**src/rtl/if_pkg.sv**
```systemverilog
// Shared definitions for the instruction fetch stage.
package if_pkg;

    localparam int unsigned ILEN      = 32;
    localparam int unsigned PC_STEP   = 4;
    // addi x0, x0, 0: idle value for the instruction bus
    localparam logic [31:0] NOP_INSTR = 32'h0000_0013;

    typedef enum logic [1:0] {
        S_REQ,
        S_WAIT,
        S_DROP
    } fetch_state_e;

endpackage

```
**src/rtl/fetch_buffer.sv**
```systemverilog
// Small synchronous FIFO holding fetched {pc, instruction} entries for decode.
// Flush wins over push and pop in the same cycle.
module fetch_buffer #(
    parameter int unsigned WIDTH = 96,
    parameter int unsigned DEPTH = 2
) (
    input  logic                     clk,
    input  logic                     rst,
    input  logic                     push,
    input  logic [WIDTH-1:0]         push_data,
    input  logic                     pop,
    input  logic                     flush,
    output logic [WIDTH-1:0]         head_data,
    output logic [$clog2(DEPTH):0]   count,
    output logic                     full,
    output logic                     empty
);

    localparam int unsigned PTR_W = $clog2(DEPTH);
    localparam logic [PTR_W:0] FULL_CNT = (PTR_W + 1)'(DEPTH);

    logic [WIDTH-1:0] mem_q [DEPTH];
    logic [PTR_W-1:0] wr_ptr_q;
    logic [PTR_W-1:0] rd_ptr_q;
    logic [PTR_W:0]   count_q;
    logic             do_push;
    logic             do_pop;

    assign do_push   = push && !full && !flush;
    assign do_pop    = pop && !empty && !flush;
    assign head_data = mem_q[rd_ptr_q];
    assign count     = count_q;
    assign full      = (count_q == FULL_CNT);
    assign empty     = (count_q == '0);

    // Entry storage; cleared on reset so the head reads as zero
    always_ff @(posedge clk or posedge rst) begin
        if (rst) begin
            for (int i = 0; i < int'(DEPTH); i++) begin
                mem_q[i] <= '0;
            end
        end else if (do_push) begin
            mem_q[wr_ptr_q] <= push_data;
        end
    end

    // Pointer and occupancy bookkeeping
    always_ff @(posedge clk or posedge rst) begin
        if (rst) begin
            wr_ptr_q <= '0;
            rd_ptr_q <= '0;
            count_q  <= '0;
        end else if (flush) begin
            wr_ptr_q <= '0;
            rd_ptr_q <= '0;
            count_q  <= '0;
        end else begin
            if (do_push) wr_ptr_q <= wr_ptr_q + 1'b1;
            if (do_pop)  rd_ptr_q <= rd_ptr_q + 1'b1;
            if (do_push && !do_pop) begin
                count_q <= count_q + 1'b1;
            end else if (!do_push && do_pop) begin
                count_q <= count_q - 1'b1;
            end
        end
    end

endmodule

```
**src/rtl/instruction_fetch_stage.sv**
```systemverilog
// Fetch stage: owns the fetch PC, issues one instruction-memory request at a
// time and queues returned {pc, instruction} pairs for decode. A redirect
// reloads the PC, flushes the queue and discards any in-flight response.
module instruction_fetch_stage
    import if_pkg::*;
#(
    parameter int unsigned     XLEN      = 64,
    parameter logic [XLEN-1:0] RESET_PC  = '0,
    parameter int unsigned     BUF_DEPTH = 2
) (
    input  logic            clk,
    input  logic            rst,
    output logic            imem_req_valid,
    input  logic            imem_req_ready,
    output logic [XLEN-1:0] imem_req_addr,
    input  logic            imem_resp_valid,
    input  logic [31:0]     imem_resp_data,
    input  logic            redirect_valid,
    input  logic [XLEN-1:0] redirect_target,
    output logic            if_valid,
    input  logic            if_ready,
    output logic [31:0]     if_instruction,
    output logic [XLEN-1:0] if_pc
);

    localparam int unsigned ENTRY_W = XLEN + ILEN;
    localparam int unsigned CNT_W   = $clog2(BUF_DEPTH) + 1;
    localparam logic [CNT_W-1:0] BUF_CNT = CNT_W'(BUF_DEPTH);

    fetch_state_e     state_q, state_d;
    logic [XLEN-1:0]  fetch_pc_q, fetch_pc_d;
    logic [XLEN-1:0]  req_pc_q, req_pc_d;
    logic             push;
    logic             pop;
    logic [ENTRY_W-1:0] head_data;
    logic [CNT_W-1:0] buf_count;
    logic             buf_full;
    logic             buf_empty;
    logic [XLEN-1:0]  redirect_pc;

    assign redirect_pc = {redirect_target[XLEN-1:2], 2'b00};

    // Requests are held off in reset, when the queue has no room, and during a redirect
    assign imem_req_valid = !rst && (state_q == S_REQ) && (buf_count < BUF_CNT)
                            && !redirect_valid;
    assign imem_req_addr  = fetch_pc_q;

    assign if_valid       = !buf_empty;
    assign if_pc          = head_data[ENTRY_W-1:ILEN];
    assign if_instruction = head_data[ILEN-1:0];
    assign pop            = if_valid && if_ready;

    // Next-state, PC update and push decision
    always_comb begin
        state_d    = state_q;
        fetch_pc_d = fetch_pc_q;
        req_pc_d   = req_pc_q;
        push       = 1'b0;
        unique case (state_q)
            S_REQ: begin
                // Responses here are protocol violations and are ignored
                if (!redirect_valid && imem_req_valid && imem_req_ready) begin
                    fetch_pc_d = fetch_pc_q + XLEN'(PC_STEP);
                    req_pc_d   = fetch_pc_q;
                    state_d    = S_WAIT;
                end
            end
            S_WAIT: begin
                if (redirect_valid) begin
                    state_d = imem_resp_valid ? S_REQ : S_DROP;
                end else if (imem_resp_valid) begin
                    push    = !buf_full;
                    state_d = S_REQ;
                end
            end
            S_DROP: begin
                // The stale response is consumed even if another redirect
                // lands with it; staying here would wait for a response that
                // never comes.
                if (imem_resp_valid) state_d = S_REQ;
            end
            default: state_d = S_REQ;
        endcase
        if (redirect_valid) fetch_pc_d = redirect_pc;
    end

    // State and PC registers
    always_ff @(posedge clk or posedge rst) begin
        if (rst) begin
            state_q    <= S_REQ;
            fetch_pc_q <= RESET_PC;
            req_pc_q   <= RESET_PC;
        end else begin
            state_q    <= state_d;
            fetch_pc_q <= fetch_pc_d;
            req_pc_q   <= req_pc_d;
        end
    end

    fetch_buffer #(
        .WIDTH (ENTRY_W),
        .DEPTH (BUF_DEPTH)
    ) u_fetch_buffer (
        .clk       (clk),
        .rst       (rst),
        .push      (push),
        .push_data ({req_pc_q, imem_resp_data}),
        .pop       (pop),
        .flush     (redirect_valid),
        .head_data (head_data),
        .count     (buf_count),
        .full      (buf_full),
        .empty     (buf_empty)
    );

endmodule
```
**config.mk**
```make
export PLATFORM = sky130hd
export DESIGN_NAME = instruction_fetch_stage
export DESIGN_NICKNAME = d
export VERILOG_FILES = /design/src/rtl/if_pkg.sv /design/src/rtl/fetch_buffer.sv /design/src/rtl/instruction_fetch_stage.sv
export SDC_FILE = /design/constraint.sdc
export NUM_CORES = 1
export LEC_CHECK = 0
export ABC_AREA = 1
export BUFFER_PORTS_ARGS = -buffer_cell sky130_fd_sc_hd__buf_2
export CORE_MARGIN = 4
export CORE_UTILIZATION = 52
export DETAILED_ROUTE_END_ITERATION = 8
export PLACE_DENSITY = 0.86
export SETUP_SLACK_MARGIN = 0.5
export SKIP_LAST_GASP = 1
export SLEW_MARGIN = 40
export SYNTH_ARGS = -nofsm -noshare
export SYNTH_HDL_FRONTEND = slang
export SYNTH_HIERARCHICAL = 1
export SYNTH_SLANG_ARGS = --single-unit
```
**constraint.sdc**
```tcl
create_clock -name clk -period 7.4 [get_ports clk]
set_clock_uncertainty 0.05 [all_clocks]
set_input_delay 2.22 -clock clk [delete_from_list [all_inputs] [get_ports clk]]
set_output_delay 2.22 -clock clk [all_outputs]
set_load 0.01 [all_outputs]
```
==> results.sh, run 1 <==
export IMPL_grt_usage_pct=27.12
export IMPL_hpwlAfterDp_um=32460
export IMPL_ios=264
export IMPL_dp_cells=2707
export IMPL_synth_seq_area_share_pct=49.67
export IMPL_fmax_ghz=0.1814
export IMPL_route_detailed_drc=0
export IMPL_power_density_nw_per_um2=274.7
export IMPL_syn2layout_area_growth_pct=15.95
export IMPL_slowest_stage="nor3_1"
export IMPL_worst_slew_pin_slew_ps=823.8
export IMPL_slew_headroom_pct=45.08
export IMPL_finalCritPeriodShare_pct=74.49
export IMPL_status="finished clean"
export IMPL_synth_area_leaders="dfrtp_1 (50%), nand2_1 (18%), nor2_1 (5.4%)"
export IMPL_grt_pass1_vias=14180
export IMPL_clk_path_buf_depth=3
export IMPL_pre_cts_ws_ps=1946
export IMPL_synth_flop_cell="dfrtp_1"
export IMPL_cp_end_kind="output pin"
export IMPL_yosys_top_cells_count="nand2_1 (796), dfrtp_1 (322), nor2_1 (234)"
export IMPL_worstPathCellList="buf_2 > nor3_1 > buf_2"
export IMPL_die_height_um=184.6
export IMPL_r2r_start="u_fetch_buffer/count[1]"
export IMPL_place_gp_congestion=0.9613
export IMPL_cts_resized=0
export IMPL_cp_max_fo=25
export IMPL_placement_rows=64
export IMPL_h_tree_depth=2
export IMPL_avgSynthCellArea_um2=7.599
export IMPL_rsz0062_at_grt="false"
export IMPL_hold_slack_ps=429.9
export IMPL_fin_ws_ps=1888
export IMPL_period_minus_slack_ps=5512
export IMPL_hold_start="u_fetch_buffer/mem_q[115]"
export IMPL_drive_gt1_share_pct=18.83
export IMPL_cts_root_buf="clkbuf_16"
export IMPL_worstSetupPathType="primary input to output pin"
export IMPL_cp_common_cell="buf_2"
export IMPL_antenna_cells=0
export IMPL_postCtsSetupRepairBufs=0
export IMPL_synth_edf_count=0
export IMPL_die_x_um=184.6
export IMPL_syn_area_um2=16220
export IMPL_die_area_um2=34090
export IMPL_hold_buffers=0
export IMPL_fin_nets=2453
export IMPL_tritoncts="built"
export IMPL_ant_nets=0
export IMPL_postSynthCellCount=2135
export IMPL_power_leakage_nw=9.960
export IMPL_avgViaCountPerCell=5.396
export IMPL_async_flop_share_pct=100.0
export IMPL_hp_class="flip-flop to flip-flop"
export IMPL_grt_max_degree=123
export IMPL_vias=14950
export IMPL_yosysMostFrequentCell="nand2_1"
export IMPL_final_cells=2770
export IMPL_startpoint="redirect_valid"
export IMPL_finalWirelength_um=47060
export IMPL_synth_cell_types=38
export IMPL_hold_viol=0
export IMPL_drv_cap=0
export IMPL_design_core_area_um2=30670
export IMPL_cts_num_sinks=322
export IMPL_drtIter0Drc=1448
export IMPL_antenna_found_initial=3
export IMPL_cp_required_ps=5130
export IMPL_setup_tns_ps=0
export IMPL_worst_skew_pair_late_latency_ps=510
export IMPL_yosysWarnings=6
export IMPL_io_buffers=259
export IMPL_post_drt_wl_per_cell_um=16.99
export IMPL_crit_arrival_ps=3240
export IMPL_critPathLaunchType="primary input"
export IMPL_yosys_area_top_type="dfrtp_1"
export IMPL_start_util_pct=52.90
export IMPL_setup_violations=0
export IMPL_grt_pass1_wl_um=74480
export IMPL_synth_seq_cells=322
export IMPL_crit_path_max_incr_delay_ps=520
export IMPL_peakVddDrop_mv=0.1360
export IMPL_cts_buffers=35
export IMPL_cts_clk_slew_worst_paths_ps=60
export IMPL_synth_top_cell_area_share_pct=49.67
export IMPL_grt_overflow=0
export IMPL_slew_viol_final=0
export IMPL_firstDrtPassIters=5
sequential cells by signal, summed over array words and instances (netlist names):
| name | count |
|---|---|
| imem_req_addr | 62 |
| u_fetch_buffer/wr_ptr_q | 1 |
| req_pc_q | 62 |
| state_q | 2 |
| u_fetch_buffer/mem_q | 192 |
| u_fetch_buffer/count | 2 |
| u_fetch_buffer/rd_ptr_q | 1 |
logic make-up (layout without fill, tap and decap cells):
logic type / count (synthesis) / count (layout) / share of synthesized area [%]
buf+inv: 315 / 551 / 8.499
other cells: 1 / 4 / 0.02312
simple gates: 1177 / 1177 / 29.51
xor+xnor: 10 / 10 / 0.5399
flops: 322 / 322 / 49.67
fa+ha+maj: 1 / 1 / 0.07711
compound gates: 309 / 309 / 11.68
final timing paths:
kind	endpoint	slack (ps)	depth (start not counted)
setup reg to reg	u_fetch_buffer/mem_q[31]	3820	9
min in group asynchronous	u_fetch_buffer/mem_q[145]	1790	3
max in group asynchronous	imem_req_addr[60]	4180	4
setup / recovery	imem_req_valid	1890	3
hold reg to reg	u_fetch_buffer/mem_q[115]	430	2
hold / removal	u_fetch_buffer/mem_q[115]	430	2
metrics by stage:
stage / util (%) / instance area, µm² / power (mW)
final: 61.33 / 18810 / 5.168
after global routing: 61.33 / 18810 / 5.450
after CTS: 61.17 / 18760 / 5.193
after detailed placement: 57.59 / 17660 / 3.483
after global placement: 57.29 / 17570 / 3.418
after floorplan: - / 16240 / 3.008
final cells by class:
class,instances,area (µm²)
inverter,216,822.0
multi-input combinational,1501,6818
sequential,322,8059
clock buffer,46,957.2
fill,2662,11860
clock inverter,15,141.4
timing repair buffer,274,1518
tap,396,495.5
power breakdown:
group | switching, mW | internal [mW]
registers | 0.237 | 2.06
clock network | 0.704 | 0.985
logic | 0.745 | 0.432
layer usage:
metal	vias to the layer above	global-route usage, %	part of all wire, %
li1	7086	-	-
met1	7035	38.61	42
met2	703	42.86	46
met3	116	3.789	7.7
met4	6	9.806	3.8
met5	-	0	0.070
cell usage in the layout (no fill, tap or decap), drive strengths merged:
master      n
nand3b     19
ha          1
xor2        9
nand3      90
o21ai     290
nor2      245
nand2     806
nor4b       1
clkinvlp    4
dfrtp     322
a21oi       2
or2         2
buf       274
bufinv      2
inv       215
o211ai      7
nand4      11
nor3        3
clkinv     10
o21bai      7
xnor2       1
conb        4
clkbuf     46
o31ai       1
o221ai      2
critical path, delay by kind of cell:
family,cells,cell delay [ps]
buffers and inverters,2,500
AND/OR/NAND/NOR,1,520
(Power assumes the default switching activity.)
==> run 2, diff against run 1 <==
Settings changed: CORE_UTILIZATION 52 to 54.
Clock period 7.4 ns to 5.5 ns, I/O delays scaled along.
==> run 2 against run 1 <==
Largest power group unchanged. Sequential power up 35%. Clock power up 41%. Die area down 3.5%. Worst setup slack worse by 690 ps. Power up 36%. Design area up 0.13%. Register-to-register slack worse by 1100 ps. Sequential share of layout area down 0.054 points. Largest cell class unchanged. First-iteration DRC count down 2.9%.
==> results.sh, run 2 (synthesized netlist as in run 1, its figures left out) <==
export IMPL_cp_max_fo=17
export IMPL_antenna_found_initial=0
export IMPL_grt_pass1_wl_um=75110
export IMPL_endpoint="imem_req_valid"
export IMPL_final_cells=2762
export IMPL_status="finished clean"
export IMPL_setup_violations=0
export IMPL_grt_usage_pct=27.92
export IMPL_power_leakage_nw=9.967
export IMPL_power_density_nw_per_um2=374.3
export IMPL_peakVddDrop_mv=0.1669
export IMPL_grt_overflow=0
export IMPL_die_x_um=181.3
export IMPL_drive_gt1_share_pct=18.76
export IMPL_cts_buffers=35
export IMPL_worst_skew_pair_late_latency_ps=510
export IMPL_cts_num_sinks=322
export IMPL_slew_headroom_pct=41.95
export IMPL_cp_required_ps=3800
export IMPL_tritoncts="built"
export IMPL_grt_max_degree=193
export IMPL_setup_tns_ps=0
export IMPL_period_minus_slack_ps=4300
export IMPL_startpoint="redirect_valid"
export IMPL_ff2ff_path_depth=8
export IMPL_worstSetupPathType="primary input to output pin"
export IMPL_fin_ws_ps=1200
export IMPL_placement_rows=63
export IMPL_h_tree_depth=2
export IMPL_cts_root_buf="clkbuf_16"
export IMPL_crit_arrival_ps=2600
export IMPL_antenna_cells=0
export IMPL_die_height_um=181.3
export IMPL_drv_cap=0
export IMPL_cts_clk_slew_worst_paths_ps=60
export IMPL_largest_register_ffs=192
export IMPL_hold_start="u_fetch_buffer/mem_q[151]"
export IMPL_ant_nets=0
export IMPL_hold_buffers=0
export IMPL_pre_cts_ws_ps=941.9
export IMPL_cts_resized=0
export IMPL_regMostFlops="u_fetch_buffer/mem_q"
export IMPL_io_buffers=259
export IMPL_post_drt_wl_per_cell_um=16.69
export IMPL_finalCritPeriodShare_pct=78.19
export IMPL_syn2layout_area_growth_pct=16.10
export IMPL_finish_utilization_pct=63.55
export IMPL_fmax_ghz=0.2325
export IMPL_grt_pass1_vias=14350
export IMPL_r2r_start="u_fetch_buffer/count[1]"
export IMPL_hold_viol=0
export IMPL_reg2reg_slack_ps=2760
export IMPL_vias=14850
export IMPL_r2r_end="u_fetch_buffer/mem_q[69]"
export IMPL_avgViaCountPerCell=5.377
export IMPL_hpwlAfterDp_um=32230
export IMPL_finalWirelength_um=46100
export IMPL_die_area_um2=32880
export IMPL_cp_end_kind="output pin"
export IMPL_slew_viol_final=0
export IMPL_start_util_pct=54.74
export IMPL_critPathLaunchType="primary input"
export IMPL_dp_cells=2700
export IMPL_place_gp_congestion=0.9621
export IMPL_mostFrequentLayoutCell="nand2_1"
export IMPL_postCtsSetupRepairBufs=0
export IMPL_clk_path_buf_depth=3
export IMPL_hp_class="flip-flop to flip-flop"
export IMPL_drtIter0Drc=1406
export IMPL_rsz0062_at_grt="false"
export IMPL_worst_slew_pin_slew_ps=870.7
export IMPL_firstDrtPassIters=5
export IMPL_hold_depth=2
export IMPL_layout_common_cells="nand2_1 (796), dfrtp_1 (321), buf_2 (259), nor2_1 (234), inv_1 (207)"
export IMPL_nFillCells=2560
export IMPL_ios=264
export IMPL_route_detailed_drc=0
export IMPL_design_core_area_um2=29640
export IMPL_fin_nets=2451
## run 2: worst min path at each step
stage                                      to
finish              u_fetch_buffer/mem_q[151]
floorplan                        req_pc_q[10]
global route         u_fetch_buffer/mem_q[57]
CTS                               req_pc_q[9]
detailed placement                req_pc_q[9]
global placement    u_fetch_buffer/mem_q[121]
## run 2: cell type report
cell class	count	area (µm²)	share of cell area [%]
well taps	390	488.0	2.591
inverters	216	823.3	4.371
multi-input cells	1501	6818	36.20
clock inverters	12	150.1	0.7972
repair buffers	272	1475	7.832
flip-flops and latches	322	8059	42.79
clock buffers	49	1021	5.421
## run 2: layer usage
| layer | part of all wire [%] | track usage [%] |
|---|---|---|
| met1 | 43 | 40.37 |
| met2 | 45 | 43.57 |
| met3 | 7.6 | 3.745 |
| met4 | 4.1 | 10.09 |
| met5 | 0 | 0 |
## run 2: critical path, stage by stage
cell	delay, ps
buf_2	240
nor3_1	480
buf_2	230
## run 2: through the flow
stage	hold WS, ps	total power, mW	area (µm²)
finish	431.0	7.050	18830
global route	454.4	7.431	18830
floorplan	399.0	4.047	16240
CTS	431.0	7.081	18800
global placement	413.8	4.604	17610
detailed placement	415.3	4.684	17630
## run 2: where the power goes
part,internal (mW),leakage [nW],switching (mW)
logic,0.581,5.22,0.982
registers,2.78,4.18,0.324
clock network,1.44,0.567,0.947
